## config.mk

```make
export PLATFORM = sky130hd
export DESIGN_NAME = decoder_scan_seq_flat
export DESIGN_NICKNAME = d
export VERILOG_FILES = /design/src/rtl/decoder_scan_seq_if.sv /design/src/rtl/decoder_scan_seq.sv /design/src/flat_wrapper.sv
export SDC_FILE = /design/constraint.sdc
export NUM_CORES = 1
export LEC_CHECK = 0
export ABC_AREA = 1
export CAP_MARGIN = 20
export CORE_UTILIZATION = 30
export CTS_CLUSTER_DIAMETER = 80
export CTS_CLUSTER_SIZE = 14
export DETAILED_ROUTE_END_ITERATION = 16
export GPL_TIMING_DRIVEN = 0
export PLACE_DENSITY_LB_ADDON = 0.3
export SLEW_MARGIN = 15
export SYNTH_ARGS = -nofsm -noshare
export SYNTH_HDL_FRONTEND = slang
export SYNTH_SLANG_ARGS = --single-unit
```

## constraint.sdc

```tcl
create_clock -name clk -period 1.75 [get_ports clk]
set_input_delay 0.175 -clock clk [delete_from_list [all_inputs] [get_ports clk]]
set_output_delay 0.175 -clock clk [all_outputs]
set_load 0.01 [all_outputs]
```

## src/rtl/decoder_scan_seq_if.sv

```systemverilog
// Control and slot-select bundle between a scan controller and decoder_scan_seq.
interface decoder_scan_seq_if #(
    parameter int unsigned DWELL_W = 8
);
    logic               start;
    logic               stop;
    logic               mode;
    logic [DWELL_W-1:0] dwell;
    logic [3:0]         mask;
    logic [1:0]         sel;
    logic               en;
    logic               done;

    modport master (
        output start, stop, mode, dwell, mask,
        input  sel, en, done
    );

    modport slave (
        input  start, stop, mode, dwell, mask,
        output sel, en, done
    );
endinterface

```

## src/rtl/decoder_scan_seq.sv

```systemverilog
// Scan sequencer feeding a 2-to-4 decoder: walks the unmasked slots in ascending
// order, holding each for dwell+1 cycles, in one-shot or continuous passes.
module decoder_scan_seq #(
    parameter int unsigned DWELL_W = 8
) (
    input  logic              clk,
    input  logic              rst,
    decoder_scan_seq_if.slave bus
);
    localparam logic [0:0] S_IDLE = 1'b0;
    localparam logic [0:0] S_RUN  = 1'b1;

    logic [0:0]         state_q, state_n;
    logic [DWELL_W-1:0] cnt_q, cnt_n;
    logic [DWELL_W-1:0] dwell_l_q, dwell_l_n;
    logic [3:0]         mask_l_q, mask_l_n;
    logic               mode_l_q, mode_l_n;
    logic [1:0]         sel_q, sel_n;
    logic               en_q, en_n;
    logic               done_q, done_n;

    logic [1:0]         first_in_c;
    logic [1:0]         first_l_c;
    logic [1:0]         above_c;
    logic               has_above_c;

    // Lowest set bit of a 4-bit mask (0 when the mask is empty).
    function automatic logic [1:0] lowest_set(input logic [3:0] m);
        logic [1:0] r;
        r = 2'd0;
        for (int i = 3; i >= 0; i--) begin
            if (m[i]) r = 2'(i);
        end
        return r;
    endfunction

    // Next active slot strictly above the current one in the latched mask.
    always_comb begin
        above_c     = 2'd0;
        has_above_c = 1'b0;
        for (int i = 3; i >= 0; i--) begin
            if (mask_l_q[i] && (3'(i) > {1'b0, sel_q})) begin
                above_c     = 2'(i);
                has_above_c = 1'b1;
            end
        end
    end

    assign first_in_c = lowest_set(bus.mask);
    assign first_l_c  = lowest_set(mask_l_q);

    // Next-state and next-output logic.
    always_comb begin
        state_n   = state_q;
        cnt_n     = cnt_q;
        dwell_l_n = dwell_l_q;
        mask_l_n  = mask_l_q;
        mode_l_n  = mode_l_q;
        sel_n     = sel_q;
        en_n      = en_q;
        done_n    = 1'b0;

        case (state_q)
            S_IDLE: begin
                en_n = 1'b0;
                if (bus.start && !bus.stop && (bus.mask != 4'd0)) begin
                    mode_l_n  = bus.mode;
                    dwell_l_n = bus.dwell;
                    mask_l_n  = bus.mask;
                    sel_n     = first_in_c;
                    cnt_n     = '0;
                    en_n      = 1'b1;
                    state_n   = S_RUN;
                end
            end
            S_RUN: begin
                if (bus.stop) begin
                    state_n = S_IDLE;
                    en_n    = 1'b0;
                    sel_n   = 2'd0;
                    cnt_n   = '0;
                end else if (cnt_q != dwell_l_q) begin
                    cnt_n = cnt_q + DWELL_W'(1);
                end else begin
                    cnt_n = '0;
                    if (has_above_c) begin
                        sel_n = above_c;
                    end else begin
                        done_n = 1'b1;
                        if (mode_l_q) begin
                            sel_n = first_l_c;
                        end else begin
                            state_n = S_IDLE;
                            en_n    = 1'b0;
                            sel_n   = 2'd0;
                        end
                    end
                end
            end
            default: begin
                state_n = S_IDLE;
                en_n    = 1'b0;
                sel_n   = 2'd0;
                cnt_n   = '0;
            end
        endcase
    end

    // State and output registers.
    always_ff @(posedge clk) begin
        if (rst) begin
            state_q   <= S_IDLE;
            cnt_q     <= '0;
            dwell_l_q <= '0;
            mask_l_q  <= 4'd0;
            mode_l_q  <= 1'b0;
            sel_q     <= 2'd0;
            en_q      <= 1'b0;
            done_q    <= 1'b0;
        end else begin
            state_q   <= state_n;
            cnt_q     <= cnt_n;
            dwell_l_q <= dwell_l_n;
            mask_l_q  <= mask_l_n;
            mode_l_q  <= mode_l_n;
            sel_q     <= sel_n;
            en_q      <= en_n;
            done_q    <= done_n;
        end
    end

    assign bus.sel  = sel_q;
    assign bus.en   = en_q;
    assign bus.done = done_q;
endmodule

```

## src/flat_wrapper.sv

```systemverilog
// flat-port wrapper written by rule: the top's interface ports become plain ports
module decoder_scan_seq_flat 
#(
    parameter int unsigned DWELL_W = 8
)
  (clk, rst, bus_start, bus_stop, bus_mode, bus_dwell, bus_mask, bus_sel, bus_en, bus_done);
  decoder_scan_seq_if #(.DWELL_W(DWELL_W)) bus_i ();
  input  logic clk;
  input  logic rst;
  input wire logic [$bits(bus_i.start)-1:0] bus_start;
  input wire logic [$bits(bus_i.stop)-1:0] bus_stop;
  input wire logic [$bits(bus_i.mode)-1:0] bus_mode;
  input wire logic [$bits(bus_i.dwell)-1:0] bus_dwell;
  input wire logic [$bits(bus_i.mask)-1:0] bus_mask;
  output wire logic [$bits(bus_i.sel)-1:0] bus_sel;
  output wire logic [$bits(bus_i.en)-1:0] bus_en;
  output wire logic [$bits(bus_i.done)-1:0] bus_done;
  assign bus_i.start = bus_start;
  assign bus_i.stop = bus_stop;
  assign bus_i.mode = bus_mode;
  assign bus_i.dwell = bus_dwell;
  assign bus_i.mask = bus_mask;
  assign bus_sel = bus_i.sel;
  assign bus_en = bus_i.en;
  assign bus_done = bus_i.done;
  decoder_scan_seq #(.DWELL_W(DWELL_W)) u_core (.clk(clk), .rst(rst), .bus(bus_i));
endmodule
```

-- Yosys cells after proc, flatten, opt, wreduce, memory -nomap -nowiden
Cells that the tools add are included.
- add/subtract/negate cells: 1
- magnitude comparators: 3
- equality and inequality tests: 5
- mux-type cells: 36
- bitwise logic cells: 1
- reductions and logical operators: 11
- operators by type and width (operator ; number):
    2-bit 2-to-1 mux ; 16
    8-bit 2-to-1 mux ; 3
    8-bit case mux with 2 select lines ; 1
    1-bit 2-to-1 mux ; 13
    3-bit != test (second input constant) ; 3
    8-bit by 1-bit adder with 8-bit output (second input constant) ; 1
    8-bit != test ; 1
    1-bit logical AND ; 5
    2-bit greater-than comparator (first input constant) ; 2
    1-bit case mux with 2 select lines ; 2
    2-bit case mux with 2 select lines ; 1
    2-bit AND reduction ; 2
    4-bit nonzero test ; 1
    4-bit OR reduction ; 1
    3-bit AND reduction ; 1
    1-bit by 2-bit greater-than comparator with 1-bit output (first input constant) ; 1
    2-bit by 1-bit != test with 1-bit output (second input constant) ; 1
    1-bit zero test ; 1
    1-bit inverter ; 1
- register bits after elaboration: 26
- input port bits: 17
- output and inout bits: 4
- word-level logic and storage cells: 65

-- Logic depth before layout (Yosys ltp)
Gate-level depths: netlist of run 1.
- word-level depth: 9
- depth in mapped cells: 10
- gate-level depth less buffers: 10

-- Worst setup path after synthesis of run 1
Ideal clock, no wire load.
- kind: reg-to-reg
- start: register u_core.sel_q[1], in the netlist u_core.bus.sel[1]
- end: register u_core.en_q, in the netlist u_core.bus.en
- setup time: 111 ps
- data arrival time: 1078 ps
- required time: 1639 ps
- path slack: 561 ps
- stages on the path, launching flop included: 10
- buffers on the path: 0
- period minus slack after synthesis: 1189 ps
- cells stage by stage: dfxtp_1 > inv_1 > nand2_1 > nand2_1 > nor2_1 > inv_1 > o21ai_1 > nand3_2 > nand2_1 > nor2_1
- longest elaborated chain between the ends: 7
- elaborated cells on any way between the ends: 11
- those cells by class: order compare: 3; eq/ne: 1; mux: 3; reduce/logical: 4
- ends and longest elaborated chain (what ; line ; RTL):
    start: declaration ; decoder_scan_seq.sv:18 ; logic [1:0] sel_q, sel_n;
    start signal: assignment ; decoder_scan_seq.sv:126 ; sel_q <= sel_n;
    2-bit greater-than comparator ; decoder_scan_seq.sv:42 ; if (mask_l_q[i] && (3'(i) > {1'b0, sel_q})) begin
    1-bit logical AND ; decoder_scan_seq.sv:42 ;
    1-bit 2-to-1 mux (2 in a row) ; decoder_scan_seq.sv:42 ;
    1-bit 2-to-1 mux (*) ; decoder_scan_seq.sv:42 ;
    3-bit != test (no line) (*) ; n/a ;
    3-bit AND reduction (no line) (*) ; n/a ;
    end signal: assignment ; decoder_scan_seq.sv:127 ; en_q <= en_n;
    end: declaration ; decoder_scan_seq.sv:19 ; logic en_q, en_n;
Mark *: on every way between the ends. The rest lies on a longest branch, timed or not.
A chain may end at the register's enable or synchronous reset.

-- Worst setup path in the final report of run 1
- start: register u_core.sel_q[0], in the netlist u_core.bus.sel[0]
- end: output bus_sel[0]
- RTL lines (what ; line ; RTL):
    end: declaration ; flat_wrapper.sv:15 ; output wire logic [$bits(bus_i.sel)-1:0] bus_sel;
No word-level cell between the ends.

==> results of run 1 <==
==> cells in the mapped netlist <==
library cell,n,area [sq um]
xor2_1,2,17.5
ha_1,1,12.5
and2_1,2,12.5
inv_2,3,11.3
o21ai_1,4,20.0
nand3b_1,1,7.51
nand2_2,4,25.0
nand3_1,6,30.0
nor3_1,1,5.00
nand3_2,4,40.0
a21oi_1,26,130
nand2_4,2,22.5
clkbuf_1,1,3.75
nor2_1,13,48.8
inv_1,29,109
xnor2_1,3,26.3
dfxtp_1,26,521
buf_2,3,15.0
or2_1,1,6.26
nor2_4,2,22.5
nand2_1,45,169
o21ai_0,16,80.1
or2_2,1,6.26
nor2_2,3,18.8
nor4_1,1,6.26
==> cell type report <==
| class | instances | area [sq um] | share of cell area |
|---|---|---|---|
| Sequential cell | 26 | 520 | 0.311 |
| Buffer | 4 | 18.8 | 0.0112 |
| Tap cell | 52 | 65.1 | 0.0389 |
| Multi-Input combinational cell | 138 | 707 | 0.423 |
| Clock buffer | 3 | 41.3 | 0.0247 |
| Inverter | 32 | 120 | 0.0718 |
| Timing Repair Buffer | 20 | 200 | 0.120 |
==> per-stage QoR <==
| stage | utilization | cells | cell area [sq um] | total power, uW |
|---|---|---|---|---|
| 4_1_cts | 0.384 | 275 | 1670 | 1240 |
| 3_3_place_gp | 0.375 | 272 | 1630 | 906 |
| 5_1_grt | 0.384 | 275 | 1670 | 1290 |
| 2_1_floorplan | - | 200 | 1370 | 814 |
| 3_5_place_dp | 0.375 | 272 | 1630 | 906 |
| 6_report | 0.384 | 275 | 1670 | 1230 |
==> logic make-up after synthesis <==
logic type / after synthesis / share of synthesized area
AOI/OAI and AO/OA: 46 / 0.168
xor gates and xnor gates: 5 / 0.0321
adders and majority gates: 1 / 0.00916
buffers and inverters: 36 / 0.102
DFF: 26 / 0.381
and+or+nand+nor: 86 / 0.308
==> worst paths after layout <==
check | depth (start not counted) | from | slack (ns) | to
max | 1 | u_core.bus.sel[0]$_SDFFE_PP0P_ | 0.33 | bus_sel[0]
min | 2 | u_core.mask_l_q[0]$_SDFFE_PP0P_ | 0.45 | u_core.mask_l_q[0]$_SDFFE_PP0P_
max reg2reg | 7 | u_core.cnt_q[1]$_SDFFE_PP0P_ | 0.42 | u_core.cnt_q[6]$_SDFFE_PP0P_
min reg2reg | 2 | u_core.mask_l_q[0]$_SDFFE_PP0P_ | 0.45 | u_core.mask_l_q[0]$_SDFFE_PP0P_
==> metal layers <==
layer / wire length, microns / vias up / global-route usage
met2: 1400 / 29 / 0.214
li1: - / 678 / -
met1: 1410 / 564 / 0.163
met3: 118 / 5 / 0.0131
met4: 44 / 0 / 0.0499
met5: 0 / - / 0
==> flip-flops by register name, indices dropped and copies added, names as in the netlist <==
signal            count
u_core.bus.done       1
u_core.mode_l_q       1
u_core.cnt_q          8
u_core.dwell_l_q      8
u_core.bus.en         1
u_core.mask_l_q       4
u_core.state_q        1
u_core.bus.sel        2
==> where the power goes <==
part | switching (uW) | internal [uW] | leakage, uW | total [uW]
clock | 187 | 154 | 0.0000216 | 341
combinational | 140 | 107 | 0.000452 | 247
sequential | 20.4 | 623 | 0.000212 | 643
==> metrics.csv, run 1 <==
stage,metric,value,unit
global_route,largest net degree at the start of global routing,14,
placed_design,global placer's final weighted congestion,0.797,
placed_design,detailed placement HPWL,2200,microns
run_status,status,finished clean,
floorplanning,die area,0.00483,sq mm
floorplanning,Placeable Area,0.00435,sq mm
global_route,antenna violations before repair,0,
yosys,number of distinct library cells after synthesis,25,
timing,final setup fails,0,
clock_network,CTS sink cnt,26,
routing,final antenna-violating net count,0,
floorplanning,Die X,69.5,microns
clock_network,clk root buf,clkbuf_8,
cells_and_area,"most common cell after layout, fill and taps aside",nand2_1,
worst_setup_path,crit path cell chain,clkdlybuf4s50_1,
yosys,sequential area share after synthesis,0.381,
pwr,Power Density,736,mW/mm^2
clock_network,CTS Buf Count,3,
timing,setup repair after global routing missed its margin,false,
pwr,peak supply drop,0.274,mV
worst_setup_path,WP buf/inv,1,
worst_setup_path,WP data required,1.57,ns
worst_setup_path,CP Data Arrival Time,1.24,ns
worst_setup_path,critical path launch point type,flip-flop,
timing,Final Max Tran Viols,0,
yosys,Post-Synthesis Cells,200,
clock_network,"Reg clk slew, reported paths",0.09,ns
routing,Avg WL per Cell,10.8,microns
cells_and_area,Antenna Cells,0,
global_route,GR Overflow Total,0,
global_route,gr usage total,0.126,
timing,Max Clk Rate,706,MHz
yosys,"Avg Cell Area, Syn",6.83,sq um
routing,# DRC,0,
yosys,Mapped Nets,218,
clock_network,Post-CTS Setup Repair Bufs,0,
yosys,mapped cell area,0.00137,sq mm
worst_setup_path,worst-path fanout max,5,
timing,Final Worst Setup Slack,0.334,ns
routing,DR iter-0 viols,39,
worst_setup_path,CP top delay family,buffers and inverters,
global_route,first-pass GRT wire length,4940,microns
routing,via-per-instance ratio,4.64,
floorplanning,die height,69.5,microns
hold_path,Hold Path Class,flip-flop to flip-flop,
timing,Rel. slew slack,0.720,
global_route,vias in the first global route,1149,
timing,Clock Skews,0.00353,ns
cells_and_area,fin nets,243,
routing,Routed WL,2970,microns
floorplanning,FP Rows,24,
cells_and_area,layout cell share with drive strength beyond 1,0.112,
job,Max Cap Viol,0,
worst_setup_path,crit end category,output pin,
worst_setup_path,slowest cell on the critical path,clkdlybuf4s50_1,
cells_and_area,"commonest cells after routing, fill and taps aside","45 x nand2_1, 29 x inv_1, 26 x a21oi_1, 26 x dfxtp_1, 20 x clkdlybuf4s50_1",
routing,drt pass-1 iters,4,
worst_setup_path,largest stage delay on the critical path,0.56,ns
timing,TNS Setup,0,ns
timing,worst hold slack,0.453,ns
clock_network,clock latency on the worst-skew pair,0.27,ns
placed_design,input/output buffers,20,
clock_network,CTS tree,built,
floorplanning,total I/O pin count,21,
clock_network,post_cts resized,0,
placed_design,"worst slack, placed",0.115,ns
timing,Final Cycle Share,0.809,
cells_and_area,Area Growth Syn to Fin,22.4,%
clock_network,hold-fix buffers at CTS,0,
pwr,Leak,0.000686,uW
clock_network,number of H-tree levels,1,
cells_and_area,fill count,461,
routing,vias,1276,
yosys,synth warn,0,
timing,final hold viol count,0,
yosys,Yosys reg bits,26,
clock_network,Longest Clk Path Bufs,2,
timing,Least-Margin Pin Slew,0.420,ns
timing,fin crit period,1.42,ns
worst_setup_path,Setup CP Type,flip-flop to output pin,
floorplanning,initial core utilization,0.314,
Note: power is estimated with default switching activity, not from simulation.
==> run 2: changes to the inputs <==
Clock period 1.75 ns to 1.25 ns, I/O delays scaled along.
==> metrics.csv, run 2 (synthesis gave the netlist of run 1 again) <==
stage,metric,value,unit,change
global_route,gr usage total,0.130,,was 0.126
clock_network,number of H-tree levels,1,,unchanged
worst_setup_path,Setup CP Type,flip-flop to flip-flop,,was flip-flop to output pin
clock_network,hold-fix buffers at CTS,0,,unchanged
pwr,combinational power share,0.239,,was 0.201
timing,Rel. slew slack,0.804,,was 0.720
placed_design,input/output buffers,20,,unchanged
pwr,Seq pwr share,0.496,,was 0.522
timing,final hold viol count,0,,unchanged
routing,vias,1341,,was 1276
pwr,Power Density,938,mW/mm^2,was 736 mW/mm^2
floorplanning,FP Rows,24,,unchanged
routing,Avg WL per Cell,11.5,microns,was 10.8 microns
placed_design,"worst slack, placed",-0.335,ns,was 0.115 ns
cells_and_area,"most common cell after layout, fill and taps aside",nand2_1,,unchanged
cells_and_area,layout cell share with drive strength beyond 1,0.291,,was 0.112
clock_network,clk root buf,clkbuf_8,,unchanged
timing,Final Cycle Share,1.00,,
job,Max Cap Viol,0,,unchanged
worst_setup_path,WP data required,1.41,ns,was 1.57 ns
placed_design,global placer's final weighted congestion,0.797,,unchanged
routing,final antenna-violating net count,0,,unchanged
cells_and_area,area of the multi-input gates,828,sq um,was 707 sq um
pwr,Psw,528,uW,was 347 uW
timing,worst hold slack,0.452,ns,was 0.453 ns
worst_setup_path,worst-path fanout max,5,,unchanged
pwr,Internal Power,1270,uW,was 884 uW
pwr,peak supply drop,0.402,mV,was 0.274 mV
global_route,largest net degree at the start of global routing,14,,unchanged
timing,Clock Skews,0.00644,ns,was 0.00353 ns
cells_and_area,"commonest cells after routing, fill and taps aside","39 x nand2_1, 25 x inv_1, 25 x a21oi_1",,"was 45 x nand2_1, 29 x inv_1, 26 x a21oi_1, 26 x dfxtp_1, 20 x clkdlybuf4s50_1"
floorplanning,die height,69.5,microns,unchanged
clock_network,Longest Clk Path Bufs,2,,unchanged
cells_and_area,Area Growth Syn to Fin,40.7,%,was 22.4%
run_status,failing checks,negative setup slack,,
worst_setup_path,CP Data Arrival Time,1.41,ns,was 1.24 ns
timing,Least-Margin Pin Slew,0.291,ns,was 0.420 ns
clock_network,"Reg clk slew, reported paths",0.09,ns,about the same
cells_and_area,Antenna Cells,0,,unchanged
floorplanning,Die X,69.5,microns,unchanged
global_route,vias in the first global route,1180,,was 1149
global_route,GR Overflow Total,0,,unchanged
clock_network,CTS Buf Count,3,,unchanged
routing,DR iter-0 viols,34,,was 39
floorplanning,initial core utilization,0.314,,unchanged
timing,setup repair after global routing missed its margin,true,,was false
worst_setup_path,critical path launch point type,flip-flop,,unchanged
routing,Routed WL,3290,microns,was 2970 microns
routing,drt pass-1 iters,4,,unchanged
placed_design,detailed placement HPWL,2200,microns,unchanged
routing,# DRC,0,,unchanged
timing,Final Max Tran Viols,0,,unchanged
cells_and_area,fin nets,254,,was 243
routing,via-per-instance ratio,4.69,,was 4.64
cells_and_area,fill count,439,,was 461
timing,final setup fails,1,,was 0
worst_setup_path,crit end category,flip-flop,,was output pin
floorplanning,total I/O pin count,21,,unchanged
cells_and_area,largest registers,"u_core.cnt_q x8, u_core.dwell_l_q x8, u_core.mask_l_q x4",,unchanged
cells_and_area,Storage cell area,552,sq um,was 520 sq um
clock_network,CTS tree,built,,unchanged
floorplanning,Placeable Area,0.00435,sq mm,unchanged
floorplanning,die area,0.00483,sq mm,unchanged
pwr,Leak,0.000811,uW,was 0.000686 uW
timing,Max Clk Rate,799,MHz,
hold_path,Hold Path Class,flip-flop to flip-flop,,unchanged
global_route,first-pass GRT wire length,5090,microns,was 4940 microns
pwr,clock power share,0.265,,was 0.277
timing,fin crit period,1.25,ns,
run_status,status,"complete, but fails checks",,was finished clean
timing,Final Worst Setup Slack,-0.00119,ns,was 0.334 ns
clock_network,CTS sink cnt,26,,unchanged
pwr,switch share,0.293,,was 0.282
global_route,antenna violations before repair,0,,unchanged
clock_network,clock latency on the worst-skew pair,0.27,ns,about the same
-- run 2: timing repair --
| item | 4_1_cts | 5_1_grt |
|---|---|---|
| endpoints found under the setup margin | 17 | 27 |
| cloned | 1 | 0 |
| buffers inserted | 5 | 6 |
| hold endpoints to repair | 0 | 0 |
| resized for setup | 24 | 37 |
| pin swaps | 9 | 15 |
-- run 2: power groups by stage --
stage	Sequential (uW)	Combinational, uW	Clock, uW
detailed placement	921	348	0
floorplan	918	222	0
finish	895	430	478
CTS	900	391	480
global placement	920	348	0
global route	902	474	508
-- run 2: final cells by class --
cell class	count	share of cell area
well taps	52	0.0339
repair buffers	30	0.146
flip-flops and latches	26	0.287
plain buffers	4	0.0137
clock buffers	3	0.0215
multi-input cells	139	0.431
inverters	32	0.0664
-- run 2: path summary, 6_finish.rpt --
kind	from	endpoint	slack [ns]	cells past startpoint
worst max register to register	u_core.cnt_q[1]$_SDFFE_PP0P_	u_core.cnt_q[7]$_SDFFE_PP0P_	-0.001	7
worst min-delay path	u_core.mask_l_q[0]$_SDFFE_PP0P_	u_core.mask_l_q[0]$_SDFFE_PP0P_	0.45	2
worst max-delay path	u_core.cnt_q[1]$_SDFFE_PP0P_	u_core.cnt_q[7]$_SDFFE_PP0P_	-0.001	7
worst min register to register	u_core.mask_l_q[0]$_SDFFE_PP0P_	u_core.mask_l_q[0]$_SDFFE_PP0P_	0.45	2
-- run 2: worst max-delay path: stages (launching register included) --
cell and delay (ns):
dfxtp_4 0.40, nand3_2 0.12, nor2_4 0.14, nand2_2 0.09, nor2_4 0.12, nand3_2 0.07, xor2_1 0.17, nor2_2 0.05
-- run 2: metal layers --
metal	track usage	wire [microns]	part of all wire	vias up
met2	0.224	1640	0.50	18
met1	0.165	1560	0.47	618
li1	-	-	-	703
met4	0.0499	27	0.0082	0
met5	0	0	0	-
met3	0.0131	64	0.019	2
-- run 2: stage by stage --
| stage | util | cells | TNS, ns | power, uW | area (sq um) |
|---|---|---|---|---|---|
| 2_1_floorplan | - | 200 | 0 | 1140 | 1370 |
| 3_3_place_gp | 0.375 | 272 | -6.09 | 1270 | 1630 |
| 3_5_place_dp | 0.375 | 272 | -5.87 | 1270 | 1630 |
| 4_1_cts | 0.407 | 280 | 0 | 1770 | 1770 |
| 5_1_grt | 0.441 | 286 | -0.538 | 1880 | 1920 |
| 6_report | 0.441 | 286 | -0.00119 | 1800 | 1920 |
==> run 3: changes to the inputs <==
Settings changed: CTS_BUF_LIST from default to sky130_fd_sc_hd__clkbuf_4, GPL_ROUTABILITY_DRIVEN from default to 1.
==> metrics.csv, run 3 (synthesis gave the netlist of run 1 again) <==
stage,metric,value,unit,change
hold_path,Cells on Worst Hold Path,3,,was 2
routing,Routed WL,3300,microns,was 3290 microns
timing,Max Clk Rate,785,MHz,was 799 MHz
cells_and_area,"most common cell after layout, fill and taps aside",nand2_1,,unchanged
pwr,Psw,514,uW,was 528 uW
routing,drt pass-1 iters,4,,unchanged
worst_setup_path,worst setup path end,u_core.cnt_q[6]$_SDFFE_PP0P_,,was u_core.cnt_q[7]$_SDFFE_PP0P_
placed_design,detailed placement HPWL,2200,microns,unchanged
placed_design,global placer's final weighted congestion,0.797,,unchanged
cells_and_area,Storage cell area,553,sq um,was 552 sq um
routing,# DRC,0,,unchanged
placed_design,input/output buffers,20,,unchanged
floorplanning,Placeable Area,0.00435,sq mm,unchanged
worst_setup_path,CP Data Arrival Time,1.50,ns,was 1.41 ns
clock_network,CTS tree,built,,unchanged
pwr,peak supply drop,0.326,mV,was 0.402 mV
hold_path,Hold Path Class,input pin to flip-flop,,was flip-flop to flip-flop
pwr,Internal Power,1170,uW,was 1270 uW
global_route,largest net degree at the start of global routing,14,,unchanged
cells_and_area,"commonest cells after routing, fill and taps aside","41 x nand2_1, 26 x inv_1, 25 x a21oi_1",,"was 39 x nand2_1, 25 x inv_1, 25 x a21oi_1"
clock_network,"Reg clk slew, reported paths",0.14,ns,was 0.09 ns
timing,Final Worst Setup Slack,-0.0238,ns,was -0.00119 ns
cells_and_area,Area Growth Syn to Fin,39.0,%,was 40.7%
run_status,status,"complete, but fails checks",,unchanged
run_status,failing checks,negative setup slack,,unchanged
clock_network,clk root buf,clkbuf_4,,was clkbuf_8
global_route,vias in the first global route,1188,,was 1180
clock_network,Longest Clk Path Bufs,2,,unchanged
global_route,antenna violations before repair,0,,unchanged
timing,Final Cycle Share,1.02,,was 1.00
worst_setup_path,Setup CP Type,flip-flop to flip-flop,,unchanged
worst_setup_path,WP data required,1.47,ns,was 1.41 ns
pwr,total power,1680,uW,was 1800 uW
global_route,first-pass GRT wire length,5260,microns,was 5090 microns
cells_and_area,"Core Util, Final",0.436,,was 0.441
pwr,Seq pwr share,0.531,,was 0.496
global_route,GR Overflow Total,0,,unchanged
timing,Least-Margin Pin Slew,0.285,ns,was 0.291 ns
floorplanning,total I/O pin count,21,,unchanged
timing,final setup fails,3,,was 1
worst_setup_path,R2R setup slack,-0.02,ns,was -0.001 ns
timing,Final Max Tran Viols,0,,unchanged
worst_setup_path,reg2reg start,u_core.cnt_q[0]$_SDFFE_PP0P_,,was u_core.cnt_q[1]$_SDFFE_PP0P_
floorplanning,FP Rows,24,,unchanged
timing,final hold viol count,0,,unchanged
global_route,gr usage total,0.134,,was 0.130
timing,TNS Setup,-0.0363,ns,was -0.00119 ns
pwr,Leak,0.000808,uW,was 0.000811 uW
cells_and_area,fin nets,258,,was 254
pwr,clock power share,0.217,,was 0.265
cells_and_area,largest registers,"u_core.cnt_q x8, u_core.dwell_l_q x8, u_core.mask_l_q x4",,unchanged
worst_setup_path,worst reg2reg path depth,9,,was 7
routing,DR iter-0 viols,40,,was 34
cells_and_area,area of the multi-input gates,806,sq um,was 828 sq um
worst_setup_path,worst r2r dst,u_core.cnt_q[6]$_SDFFE_PP0P_,,was u_core.cnt_q[7]$_SDFFE_PP0P_
timing,setup repair after global routing missed its margin,true,,unchanged
clock_network,hold-fix buffers at CTS,0,,unchanged
placed_design,"worst slack, placed",-0.335,ns,unchanged
clock_network,CTS Buf Count,3,,unchanged
job,Max Cap Viol,0,,unchanged
worst_setup_path,crit end category,flip-flop,,unchanged
cells_and_area,Antenna Cells,0,,unchanged
clock_network,number of H-tree levels,1,,unchanged
routing,Avg WL per Cell,11.4,microns,was 11.5 microns
floorplanning,Die X,69.5,microns,unchanged
worst_setup_path,CP startpoint,u_core.cnt_q[0]$_SDFFE_PP0P_,,was u_core.cnt_q[1]$_SDFFE_PP0P_
floorplanning,die height,69.5,microns,unchanged
routing,final antenna-violating net count,0,,unchanged
timing,Rel. slew slack,0.808,,was 0.804
clock_network,CTS sink cnt,26,,unchanged
floorplanning,die area,0.00483,sq mm,unchanged
cells_and_area,layout cell share with drive strength beyond 1,0.273,,was 0.291
timing,fin crit period,1.27,ns,was 1.25 ns
worst_setup_path,worst-path fanout max,6,,was 5
routing,vias,1354,,was 1341
cells_and_area,fill count,444,,was 439
pwr,switch share,0.305,,was 0.293
worst_setup_path,critical path launch point type,flip-flop,,unchanged
routing,via-per-instance ratio,4.67,,was 4.69
clock_network,clock latency on the worst-skew pair,0.32,ns,was 0.27 ns
timing,Clock Skews,0.00433,ns,was 0.00644 ns
pwr,combinational power share,0.252,,was 0.239
floorplanning,initial core utilization,0.314,,unchanged
timing,worst hold slack,0.395,ns,was 0.452 ns
pwr,Power Density,886,mW/mm^2,was 938 mW/mm^2
[run 3: area by class of cell]
class | instances | share of cell area
sequential | 26 | 0.291
tap | 52 | 0.0343
inverter | 32 | 0.0646
multi-input combinational | 139 | 0.424
timing repair buffer | 34 | 0.162
buffer | 4 | 0.0119
clock buffer | 3 | 0.0119
[run 3: worst min path at each step]
stage	slack [ns]	start	to
CTS	0.40	bus_dwell[4]	u_core.dwell_l_q[4]$_SDFFE_PP0P_
global route	0.43	bus_dwell[7]	u_core.dwell_l_q[7]$_SDFFE_PP0P_
finish	0.40	bus_dwell[4]	u_core.dwell_l_q[4]$_SDFFE_PP0P_
global placement	0.43	u_core.mask_l_q[0]$_SDFFE_PP0P_	u_core.mask_l_q[0]$_SDFFE_PP0P_
floorplan	0.19	rst	u_core.cnt_q[1]$_SDFFE_PP0P_
detailed placement	0.44	u_core.mask_l_q[0]$_SDFFE_PP0P_	u_core.mask_l_q[0]$_SDFFE_PP0P_
[run 3: per-layer routing]
metal	routed length, microns	track usage	up-vias
li1	-	-	716
met1	1560	0.171	615
met2	1600	0.232	19
met3	87	0.0131	4
met4	44	0.0499	0
met5	0	0	-
[run 3: what timing repair did]
item / in CTS / in global routing
buffers inserted: 6 / 8
pin swaps: 9 / 8
endpoints found under the hold margin: 0 / 0
gates resized for setup: 27 / 24
endpoints found under the setup margin: 13 / 24
gates cloned: 1 / 0
[run 3: through the flow]
stage | cells | instance area, sq um
floorplan | 200 | 1370
global placement | 272 | 1630
detailed placement | 272 | 1630
CTS | 282 | 1770
global route | 290 | 1900
finish | 290 | 1900
[run 3: critical path, cell delays in order (launching register included)]
cell and delay [ns]:
dfxtp_4 0.40, inv_2 0.06, nand2_1 0.04, nand2_1 0.07, nand2_2 0.07, nor2_4 0.12
nand2_4 0.11, buf_4 0.15, nand3_1 0.09, a21oi_2 0.06
[run 3: power by group through the flow]
stage	Sequential (uW)	Clock [uW]	Combinational, uW
final	893	365	425
after CTS	899	371	397
after floorplan	918	0	222
after detailed placement	921	0	348
after global placement	920	0	348
after global routing	900	397	470
